--- config.mk ---
export PLATFORM = sky130hd
export DESIGN_NAME = seq_detector
export DESIGN_NICKNAME = d
export VERILOG_FILES = /design/src/rtl/seq_detector_pkg.sv /design/src/rtl/seq_detector_sat_counter.sv /design/src/rtl/seq_detector.sv
export SDC_FILE = /design/constraint.sdc
export NUM_CORES = 1
export LEC_CHECK = 0
export CAP_MARGIN = 10
export CORE_MARGIN = 3
export CORE_UTILIZATION = 30
export DETAILED_ROUTE_END_ITERATION = 10
export GPL_ROUTABILITY_DRIVEN = 0
export SLEW_MARGIN = 30
export SYNTH_ARGS = -nofsm -noshare
export SYNTH_HDL_FRONTEND = slang
export SYNTH_SLANG_ARGS = --single-unit
--- constraint.sdc ---
create_clock -name clk -period 4.87 [get_ports clk]
set_clock_uncertainty 0.15 [all_clocks]
set_input_delay 1.461 -clock clk [delete_from_list [all_inputs] [get_ports clk]]
set_output_delay 1.461 -clock clk [all_outputs]
set_load 0.005 [all_outputs]
--- src/rtl/seq_detector_pkg.sv ---
// rtl/seq_detector_pkg.sv - shared types and helpers for the serial pattern detector
//
// Purpose: FSM state encoding and width helpers used by seq_detector.
// Ports:   none (package).
package seq_detector_pkg;

  typedef enum logic [1:0] {
    IDLE  = 2'd0,
    FILL  = 2'd1,
    ARMED = 2'd2
  } state_t;

  // The unused fourth encoding; if the state register ever lands here it
  // falls back to IDLE on the next edge.
  localparam logic [1:0] ST_ILLEGAL = 2'd3;

  // Width of a counter that must hold the values 0..n inclusive.
  function automatic int fill_width(input int n);
    return $clog2(n + 1);
  endfunction

endpackage

--- src/rtl/seq_detector_sat_counter.sv ---
// rtl/seq_detector_sat_counter.sv - saturating up-counter with async active-low clear
//
// Purpose: counts inc pulses and holds at all-ones instead of wrapping.
// Ports:
//   clk   in  1  rising-edge clock
//   clr   in  1  asynchronous active-low clear
//   inc   in  1  add one on this edge (ignored once saturated)
//   count out W  current count
module sat_counter #(
  parameter int W = 4
) (
  input  logic         clk,
  input  logic         clr,
  input  logic         inc,
  output logic [W-1:0] count
);

  always_ff @(posedge clk or negedge clr) begin
    if (!clr) begin
      count <= '0;
    end else if (inc && (count != '1)) begin
      count <= count + 1'b1;
    end
  end

endmodule

--- src/rtl/seq_detector.sv ---
// rtl/seq_detector.sv - programmable N-bit serial pattern detector
//
// Purpose: watches a qualified serial bit stream and flags every occurrence
// of PATTERN (MSB = oldest bit). Reports a one-cycle detect pulse, a sticky
// seen flag cleared by ack, and a saturating hit count.
// Ports:
//   clk    in  1      rising-edge clock
//   clr    in  1      asynchronous active-low reset
//   en     in  1      din is consumed only on edges where en=1
//   din    in  1      serial data bit
//   ack    in  1      clears seen (a simultaneous match wins)
//   detect out 1      registered pulse: pattern completed on the previous edge
//   seen   out 1      sticky match flag
//   hits   out CNT_W  saturating match count
//   state  out 2      FSM state (IDLE=0, FILL=1, ARMED=2)
//   hist   out N      bit history, newest bit in the LSB
// N must be at least 2.
module seq_detector
  import seq_detector_pkg::*;
#(
  parameter int           N       = 4,
  parameter logic [N-1:0] PATTERN = 4'b1011,
  parameter int           OVERLAP = 1,
  parameter int           CNT_W   = 4
) (
  input  logic             clk,
  input  logic             clr,
  input  logic             en,
  input  logic             din,
  input  logic             ack,
  output logic             detect,
  output logic             seen,
  output logic [CNT_W-1:0] hits,
  output logic [1:0]       state,
  output logic [N-1:0]     hist
);

  localparam int            FW   = fill_width(N);
  localparam logic [FW-1:0] FULL = FW'(N);

  logic [FW-1:0] fill;
  logic [FW-1:0] fill_next;
  logic [N-1:0]  hist_next;
  logic          match;

  // fill counts valid bits up to N and then sticks there, so ARMED keeps
  // evaluating every new bit against a full window.
  always_comb begin
    hist_next = {hist[N-2:0], din};
    fill_next = (fill == FULL) ? FULL : fill + 1'b1;
    match     = en && (state != ST_ILLEGAL) && (fill_next == FULL) &&
                (hist_next == PATTERN);
  end

  always_ff @(posedge clk or negedge clr) begin
    if (!clr) begin
      hist   <= '0;
      fill   <= '0;
      state  <= IDLE;
      detect <= 1'b0;
      seen   <= 1'b0;
    end else begin
      detect <= match;

      // Set has priority over ack so a match coinciding with ack is not lost.
      if (match) begin
        seen <= 1'b1;
      end else if (ack) begin
        seen <= 1'b0;
      end

      if (state == ST_ILLEGAL) begin
        state <= IDLE;
        hist  <= '0;
        fill  <= '0;
      end else if (en) begin
        if (match && (OVERLAP == 0)) begin
          // Non-overlapping mode: the next hit must be built from N new bits.
          hist  <= '0;
          fill  <= '0;
          state <= IDLE;
        end else begin
          hist  <= hist_next;
          fill  <= fill_next;
          state <= (fill_next == FULL) ? ARMED : FILL;
        end
      end
    end
  end

  sat_counter #(
    .W(CNT_W)
  ) u_hits (
    .clk  (clk),
    .clr  (clr),
    .inc  (match),
    .count(hits)
  );

endmodule

# Yosys cells after proc, flatten, opt, wreduce, memory -nomap -nowiden

Index checks and enable logic that the tools add are counted.

Register bits: 15
Bits in latches: 0
Memory bits (writable): 0
Memory bits (read-only): 0
Input bits: 5
Output and inout bits: 12
Word-level logic and storage cells: 30
Memories: 0

Add/sub/neg operators: 2
Multiply operators: 0
Divide/modulo/power cells: 0
Order comparisons: 0
Equality and inequality tests: 6
Shift operators: 0
Mux-type cells: 10
Bitwise gates (word level): 0
Reduce and logical (&&, ||, !) cells: 6

Operators by type and width:

| kind                                                          | number |
|---|---|
| 3-bit 2-to-1 mux                                              | 3 |
| 4-bit 2-to-1 mux                                              | 2 |
| 3-bit equality test, second input constant                    | 2 |
| 2-bit 2-to-1 mux                                              | 3 |
| 4-bit by 1-bit adder with 4-bit output, second input constant | 1 |
| 4-bit equality test, second input constant                    | 1 |
| 1-bit logical AND                                             | 4 |
| 4-bit inequality test, second input constant                  | 1 |
| 2-bit nonzero test                                            | 2 |
| 3-bit by 1-bit adder with 3-bit output, second input constant | 1 |
| 2-bit equality test, second input constant                    | 1 |
| 1-bit 2-to-1 mux                                              | 2 |
| 2-bit inequality test, second input constant                  | 1 |

# Longest topological paths before layout

Gate-level depths: netlist (run 1).

Depth in word-level cells: 6
Gate-level depth with buffers: 6
Depth with buffers taken out: 6

# Hierarchy

Synthesis (run 1) repeated with hierarchy kept, for this count alone.

Cells, all modules: 70
Area total of the unflattened synthesis: 752.0 sq um

By module, submodules not included:

| module       | instances | cells an instance | area an instance (sq um) | seq. area each (sq um) |
|---|---|---|---|---|
| seq_detector | 1         | 50                | 541.8                    | 275.3 |
| sat_counter  | 1         | 20                | 210.2                    | 100.1 |

# Worst setup path before layout (run 1)

No wires, ideal clock.

Kind: input-to-reg
Start: input port en
End: register u_hits.count[1]
Arrival time: 2.288 ns
Data required time: 4.595 ns
Path slack: 2.307 ns
Stages on the path: 4
Cell sequence: nand3_1 nor4b_4 nand3_2 mux2_4

Word-level cells in the longest chain between the ends: 4

RTL lines:

| element                         | RTL line                       | RTL |
|---|---|---|
| start: declaration              | seq_detector.sv:28             | `input logic en,` |
| 1-bit logical AND (3 in series) | seq_detector.sv:51             | `match = en && (state != ST_ILLEGAL) && (fill_next == FULL) &&` |
| 1-bit logical AND               | seq_detector_sat_counter.sv:21 | `end else if (inc && (count != '1)) begin` |
| end signal: assignment          | seq_detector_sat_counter.sv:22 | `count <= count + 1'b1;` |
| end: declaration                | seq_detector_sat_counter.sv:15 | `output logic [W-1:0] count` |

No other way between the ends.
A chain may end at the register's enable or synchronous reset.

# Final worst setup path (run 1)

Ends and elaborated chain as after synthesis.

==> results of run 1 <==
-- area by class of cell --
cell class                 count  area share
sequential                    15       0.400
multi-input combinational     42       0.352
timing repair buffer          16       0.171
tap                           28      0.0373
clock buffer                   4      0.0280
inverter                       3      0.0120
-- cell usage after synthesis (2+ instances only) --
| cell | number |
|---|---|
| dfrtp_1 | 15 |
| nor2_1 | 7 |
| mux2i_1 | 5 |
| ha_1 | 3 |
| inv_1 | 3 |
| nand3_1 | 3 |
| xnor2_1 | 3 |
| a21oi_1 | 2 |
| a31oi_1 | 2 |
| nand2_1 | 2 |
-- critical path, cell delays in order --
cell and delay (ns):
clkdlybuf4s50_1 0.83, nand3_1 0.21, nor4b_4 0.33, nand3_2 0.16
mux2_4 0.33
-- per-layer routing --
metal  vias up  global-route usage
met5         -                   0
met4         0              0.0313
met3         0              0.0467
li1        255                   -
met1       234               0.123
met2        17               0.150
-- logic make-up after synthesis --
kind of cell | after synthesis
compound gates | 7
buf+inv | 5
fa+ha+maj | 3
xor+xnor | 3
mux | 7
flops | 15
simple gates | 22
-- flip-flops by register name, indices dropped and copies added (netlist names) --
| name | cells |
|---|---|
| hist | 4 |
| fill | 3 |
| seen | 1 |
| u_hits.count | 4 |
| state | 2 |
| detect | 1 |
-- how the worst min path moves through the flow --
| stage | endpoint | cells past startpoint |
|---|---|---|
| 2_1_floorplan | seen | 1 |
| 5_1_grt | seen | 1 |
| 3_3_place_gp | seen | 1 |
| 3_5_place_dp | seen | 1 |
| 4_1_cts | seen | 1 |
| 6_report | seen | 1 |
-- power by group through the flow --
| stage | sequential (mW) | combinational, mW | clock [mW] |
|---|---|---|---|
| floorplan | 0.193 | 0.102 | 0 |
| global placement | 0.196 | 0.169 | 0 |
| detailed placement | 0.197 | 0.171 | 0 |
| CTS | 0.195 | 0.172 | 0.0760 |
| global route | 0.199 | 0.189 | 0.0813 |
| finish | 0.193 | 0.169 | 0.0698 |
-- through the flow --
stage | instances | hold slack (ns) | worst slack, ns | util
2_1_floorplan | 62 | 0.327 | 2.31 | -
3_3_place_gp | 104 | 0.317 | 1.33 | 0.405
3_5_place_dp | 104 | 0.328 | 1.30 | 0.405
4_1_cts | 108 | 0.352 | 1.62 | 0.416
5_1_grt | 108 | 0.386 | 1.47 | 0.416
6_report | 108 | 0.345 | 1.58 | 0.416
==> metrics.txt, run 1 <==
Slew headroom 0.537; Avg Cell Area, Syn 11.8 um^2; area of the multi-input gates 330 um^2; DR pass1 iterations 3; Clk pwr share 0.162; critical register-to-register path endpoint u_hits.count[1]; n_diodes 0; Slew @ Worst Pin 0.692 ns; crit end category register; outcome complete, no violations; post-synthesis simple-gate area fraction 0.191; top cells by area, synth dfrtp_1, mux2i_1, ha_1; Switching Share 0.335; Post-CTS Setup Repair Bufs 0; total negative slack 0 ns; Cell variety after synth 27; compound-gate portion of the synthesized area 0.0684; minimum clock period 3.29 ns; post-synthesis cell count 62; Inserted Clock Buffers 3; most frequent cells in the layout clkdlybuf4s50_1, dfrtp_1, nor2_1; R2R setup slack 2.89 ns; Logic pwr share 0.391; routed via count 506; Initial DRC Count 1; nets 89; Reg power frac 0.447; number of global-route vias before repair 524; CP startpoint kind input pin; All-Layer GR Usage 0.0987; cell area after layout 938 um^2; Async S/R FF share, synth 1.00; CTS Root Cell clkbuf_4; port bufs 16; crit path DAT 3.32 ns; number of antenna violations at the first check in global routing 0; HP Class register to register; Die Ht 55.4 um; Worst R2R Start fill[0]; hpwl dp 969 um; RSZ-0062 raised after global routing no; PnR Total Power 0.431 mW; critical setup path kind input pin to register; setup violators final 0; CTS Sinks 15; Residual DRC 0; LEAKAGE 0.437 nW; Final Hold Viols 0; largest net degree at the start of global routing 16; Post-synth EDFFs 0; met2 wire length 576 um; Tcrit/Tclk final 0.676; clock transition at the registers of the reported paths 0.09 ns; Fill cells 249; Final Max Tran Viols 0; detailed-route wire length 1360 um; top-area cell type share of the netlist area 0.513; first-pass GRT wire length 2350 um; ANT nets after route 0; vias per inst 4.69; switching pwr 0.144 mW; CP Launch Point en; synth-to-layout area growth 28.2%; Mapped Nets 70; core area 0.00225 mm^2; Max Fclk 0.304 GHz; worst endpoint required time 4.90 ns; DIE AREA 0.00307 mm^2; Worst VDD drop 200 uV; worst-path fanout max 14; CTS tree done; largest family of logic cells by synthesized area simple AND/OR/NAND/NOR gates; power per cell area 459 mW/mm^2; Synth Register Bits 15; H-tree Lvls 1; Worst-Skew Late Latency 0.28 ns; CP Capture Point u_hits.count[1]; synth warn 0; grt total ovfl 0; wire length per cell 12.5 um; Max Cap Viol 0; row count 17; number of I/O pins 17; share of cells above drive strength 1 0.138; initial cell density of the core 0.325; met3 WL 91 um; R2R cell count 5; post-synthesis sequential area ratio 0.513; Die X 55.4 um; origin of the worst min-delay path seen; number of gates resized after cts 0; Power Internal 0.287 mW; met1 wire length 687 um; sequential cell area 375 um^2; Post-Syn Area 732 um^2; clock buffer depth 2; Post-CTS Hold Buffers 0; cell accounting for the most synthesized area dfrtp_1; Synth Flop Type dfrtp_1; dpl cell area 912 um^2; commonest non-fill, non-tap cell in the layout clkdlybuf4s50_1; Synth Area in Adders 0.0513; top sig layer met3; multiplexer share of the synthesized area 0.104; post-synthesis xor/xnor area fraction 0.0359
(Power assumes the default switching activity.)
==> run 2, diff against run 1 <==
==> constraint.sdc (replaced) <==
create_clock -name clk -period 3.3 [get_ports clk]
set_clock_uncertainty 0.15 [all_clocks]
set_input_delay 0.99 -clock clk [delete_from_list [all_inputs] [get_ports clk]]
set_output_delay 0.99 -clock clk [all_outputs]
set_load 0.005 [all_outputs]
==> metrics.txt, run 2 (synthesized netlist as in run 1, its figures left out) <==
Top Family by Delay on Critical Path buffers and inverters; clock buffer depth 2; share of cells above drive strength 1 0.148; first-pass GRT wire length 2460 um; crit path DAT 1.25 ns; dpl ws 0.617 ns; slowest cell delay on critical path 0.53 ns; most frequent cells in the layout clkdlybuf4s50_1, dfrtp_1, nor2_1; CTS Sinks 15; clock transition at the registers of the reported paths 0.09 ns; dpl cells 105; All-Layer GR Usage 0.103; Layout Cells excl Fill 109; DIE AREA 0.00307 mm^2; Max Fclk 0.418 GHz; slowest cell on the critical path clkdlybuf4s50_1; commonest non-fill, non-tap cell in the layout clkdlybuf4s50_1; leading registers by flop count hist x4, u_hits.count x4, fill x3; worst-path fanout max 4; detailed-route wire length 1430 um; Residual DRC 0; Worst R2R Start fill[0]; ANT nets after route 0; Crit. path cell count 1; initial cell density of the core 0.325; total negative slack 0 ns; CP Launch Point hist[1]; HP Class register to register; Slew @ Worst Pin 0.710 ns; Die X 55.4 um; Worst-Skew Late Latency 0.28 ns; n_diodes 0; worst endpoint required time 2.16 ns; critical setup path kind register to output port; Final Max Tran Viols 0; R2R cell count 5; Post-CTS Setup Repair Bufs 0; hpwl dp 976 um; RSZ-0062 raised after global routing no; Initial DRC Count 10; grt total ovfl 0; largest net degree at the start of global routing 16; Inserted Clock Buffers 3; worst setup margin 0.908 ns; routed via count 501; H-tree Lvls 1; hold-critical path depth 1; number of gates resized after cts 0; CP bufs+invs 1; Max Cap Viol 0; dpl cell area 920 um^2; row count 17; crit end category output port; Tcrit/Tclk final 0.725; cell area after layout 946 um^2; Final Hold Viols 0; setup violators final 0; nets 90; power per cell area 678 mW/mm^2; CTS tree done; number of global-route vias before repair 528; core area 0.00225 mm^2; LEAKAGE 0.442 nW; PnR Total Power 0.642 mW; minimum clock period 2.39 ns; wire length per cell 13.1 um; Worst VDD drop 273 uV; Die Ht 55.4 um; CP startpoint kind register; port bufs 16; number of I/O pins 17; vias per inst 4.60; outcome complete, no violations; DR pass1 iterations 3; CTS Root Cell clkbuf_4; Post-CTS Hold Buffers 0; number of antenna violations at the first check in global routing 0; Slew headroom 0.525; CP Cell Sequence clkdlybuf4s50_1; origin of the worst min-delay path seen; synth-to-layout area growth 29.2%
-- run 2: cell types whose count changed in the layout (fill, tap and decap cells not counted), sizes merged --
cell | before | now
buf | 0 | 1
-- run 2: worst paths after layout --
path	to	slack, ns
max in group asynchronous	detect	1.58
min in group asynchronous	fill[2]	0.97
max	hist[1]	0.91
min	seen	0.35
min reg2reg	seen	0.35
max reg2reg	u_hits.count[1]	1.33
-- run 2: cell type report --
type / count / area, um^2
Inverter: 3 / 11.3
Fill cell: 233 / 1310
Clock buffer: 4 / 26.3
Tap cell: 28 / 35.0
Multi-Input combinational cell: 42 / 330
Sequential cell: 15 / 375
Timing Repair Buffer: 17 / 168
-- run 2: layer usage --
metal  vias to the layer above  GRT usage  part of all wire
met5                         -          0                 0
li1                        253          -                 -
met4                         0     0.0208                 0
met3                         0     0.0631             0.071
met1                       233      0.138              0.51
met2                        15      0.140              0.42
-- run 2: through the flow --
stage	hold WS (ns)	util
detailed placement	0.331	0.408
finish	0.355	0.420
global placement	0.318	0.408
floorplan	0.327	-
global route	0.405	0.420
CTS	0.358	0.420
-- run 2: worst reg2reg max path, cell delays in order, from the launching register on --
cell	delay (ns)
dfrtp_1	0.39
inv_1	0.12
ha_1	0.26
o31ai_2	0.45
nand3_2	0.17
mux2_4	0.32
-- run 2: power by group --
group	internal (mW)	total [mW]	switching (mW)
Sequential	0.237	0.286	0.0490
Combinational	0.140	0.248	0.108
Clock	0.0469	0.107	0.0605
Total	0.424	0.642	0.218
==> run 3, diff against run 2 <==
==> constraint.sdc (replaced) <==
create_clock -name clk -period 2.2 [get_ports clk]
set_clock_uncertainty 0.15 [all_clocks]
set_input_delay 0.66 -clock clk [delete_from_list [all_inputs] [get_ports clk]]
set_output_delay 0.66 -clock clk [all_outputs]
set_load 0.005 [all_outputs]
==> metrics.txt, run 3 (synthesized netlist as in run 1, its figures left out) <==
clock buffer depth 2; Die Ht 55.4 um; CP Capture Point hist[1]; H-tree Lvls 1; slowest cell delay on critical path 0.53 ns; largest net degree at the start of global routing 16; Crit. path cell count 1; Slew headroom 0.669; minimum clock period 2.06 ns; RSZ-0062 raised after global routing no; share of cells above drive strength 1 0.169; Post-CTS Setup Repair Bufs 0; R2R cell count 5; synth-to-layout area growth 31.3%; Fill cells 232; CP Launch Point hist[1]; Worst R2R Start fill[0]; Inserted Clock Buffers 3; Final Max Tran Viols 0; CTS tree done; CP Cell Sequence clkdlybuf4s50_1; number of global-route vias before repair 512; CTS Root Cell clkbuf_4; setup violators final 0; initial cell density of the core 0.325; Min Hold Slack 0.347 ns; worst endpoint required time 1.39 ns; CP bufs+invs 1; port bufs 16; All-Layer GR Usage 0.0973; critical register-to-register path endpoint u_hits.count[1]; Initial DRC Count 4; hpwl dp 967 um; total negative slack 0 ns; Die X 55.4 um; crit path DAT 1.25 ns; vias per inst 4.77; wire length per cell 12.2 um; clock transition at the registers of the reported paths 0.09 ns; routed via count 530; Residual DRC 0; number of I/O pins 17; commonest non-fill, non-tap cell in the layout clkdlybuf4s50_1; Worst VDD drop 505 uV; Top Family by Delay on Critical Path buffers and inverters; crit end category output port; Post-CTS Hold Buffers 0; Tcrit/Tclk final 0.938; outcome complete, no violations; Worst-Skew Late Latency 0.29 ns; HP Class register to register; CP startpoint kind register; LEAKAGE 0.451 nW; hold-critical path depth 1; detailed-route wire length 1350 um; Max Fclk 0.484 GHz; power per cell area 998 mW/mm^2; PnR Total Power 0.959 mW; row count 17; most frequent cells in the layout clkdlybuf4s50_1, dfrtp_1, nor2_1; first-pass GRT wire length 2290 um; grt total ovfl 0; leading registers by flop count hist x4, u_hits.count x4, fill x3; nets 92; R2R setup slack 0.25 ns; worst-path fanout max 4; number of gates resized after cts 0; core area 0.00225 mm^2; Layout Cells excl Fill 111; Slew @ Worst Pin 0.494 ns; Final Hold Viols 0; ANT nets after route 0; slowest cell on the critical path clkdlybuf4s50_1; n_diodes 0; number of antenna violations at the first check in global routing 0; DR pass1 iterations 4; critical setup path kind register to output port; dpl cells 107; CTS Sinks 15; DIE AREA 0.00307 mm^2; Max Cap Viol 0
run 3: cell count changes in the layout (fill, tap and decap cells not counted):
cell   previous run  this run
buf_4             1         3
run 3: worst min path at each step:
| stage | from | endpoint |
|---|---|---|
| 4_1_cts | seen | seen |
| 5_1_grt | seen | seen |
| 6_report | seen | seen |
| 3_3_place_gp | seen | seen |
| 2_1_floorplan | clr | detect |
| 3_5_place_dp | seen | seen |
run 3: power by group:
part | switching (mW) | total, mW | internal [mW]
combinational | 0.162 | 0.374 | 0.212
clock | 0.0848 | 0.155 | 0.0705
sequential | 0.0747 | 0.430 | 0.356
total | 0.322 | 0.959 | 0.638
run 3: routing by layer:
metal  GRT usage  up-vias  share of wire
li1            -      258              -
met1       0.124      253           0.50
met2       0.130       16           0.41
met3      0.0584        3          0.078
met4      0.0417        0          0.014
met5           0        -              0
run 3: through the flow:
stage	util	area (um^2)	setup slack, ns
after floorplan	-	732	0.391
after global placement	0.415	935	-0.111
after detailed placement	0.415	935	-0.134
after CTS	0.426	961	0.101
after global routing	0.426	961	0.0446
final	0.426	961	0.136
run 3: layout make-up:
class / instances / area, um^2 / area share
multi-input cells: 42 / 330 / 0.344
well taps: 28 / 35.0 / 0.0365
clock buffers: 4 / 26.3 / 0.0273
inverters: 3 / 11.3 / 0.0117
repair buffers: 19 / 183 / 0.190
flip-flops and latches: 15 / 375 / 0.391
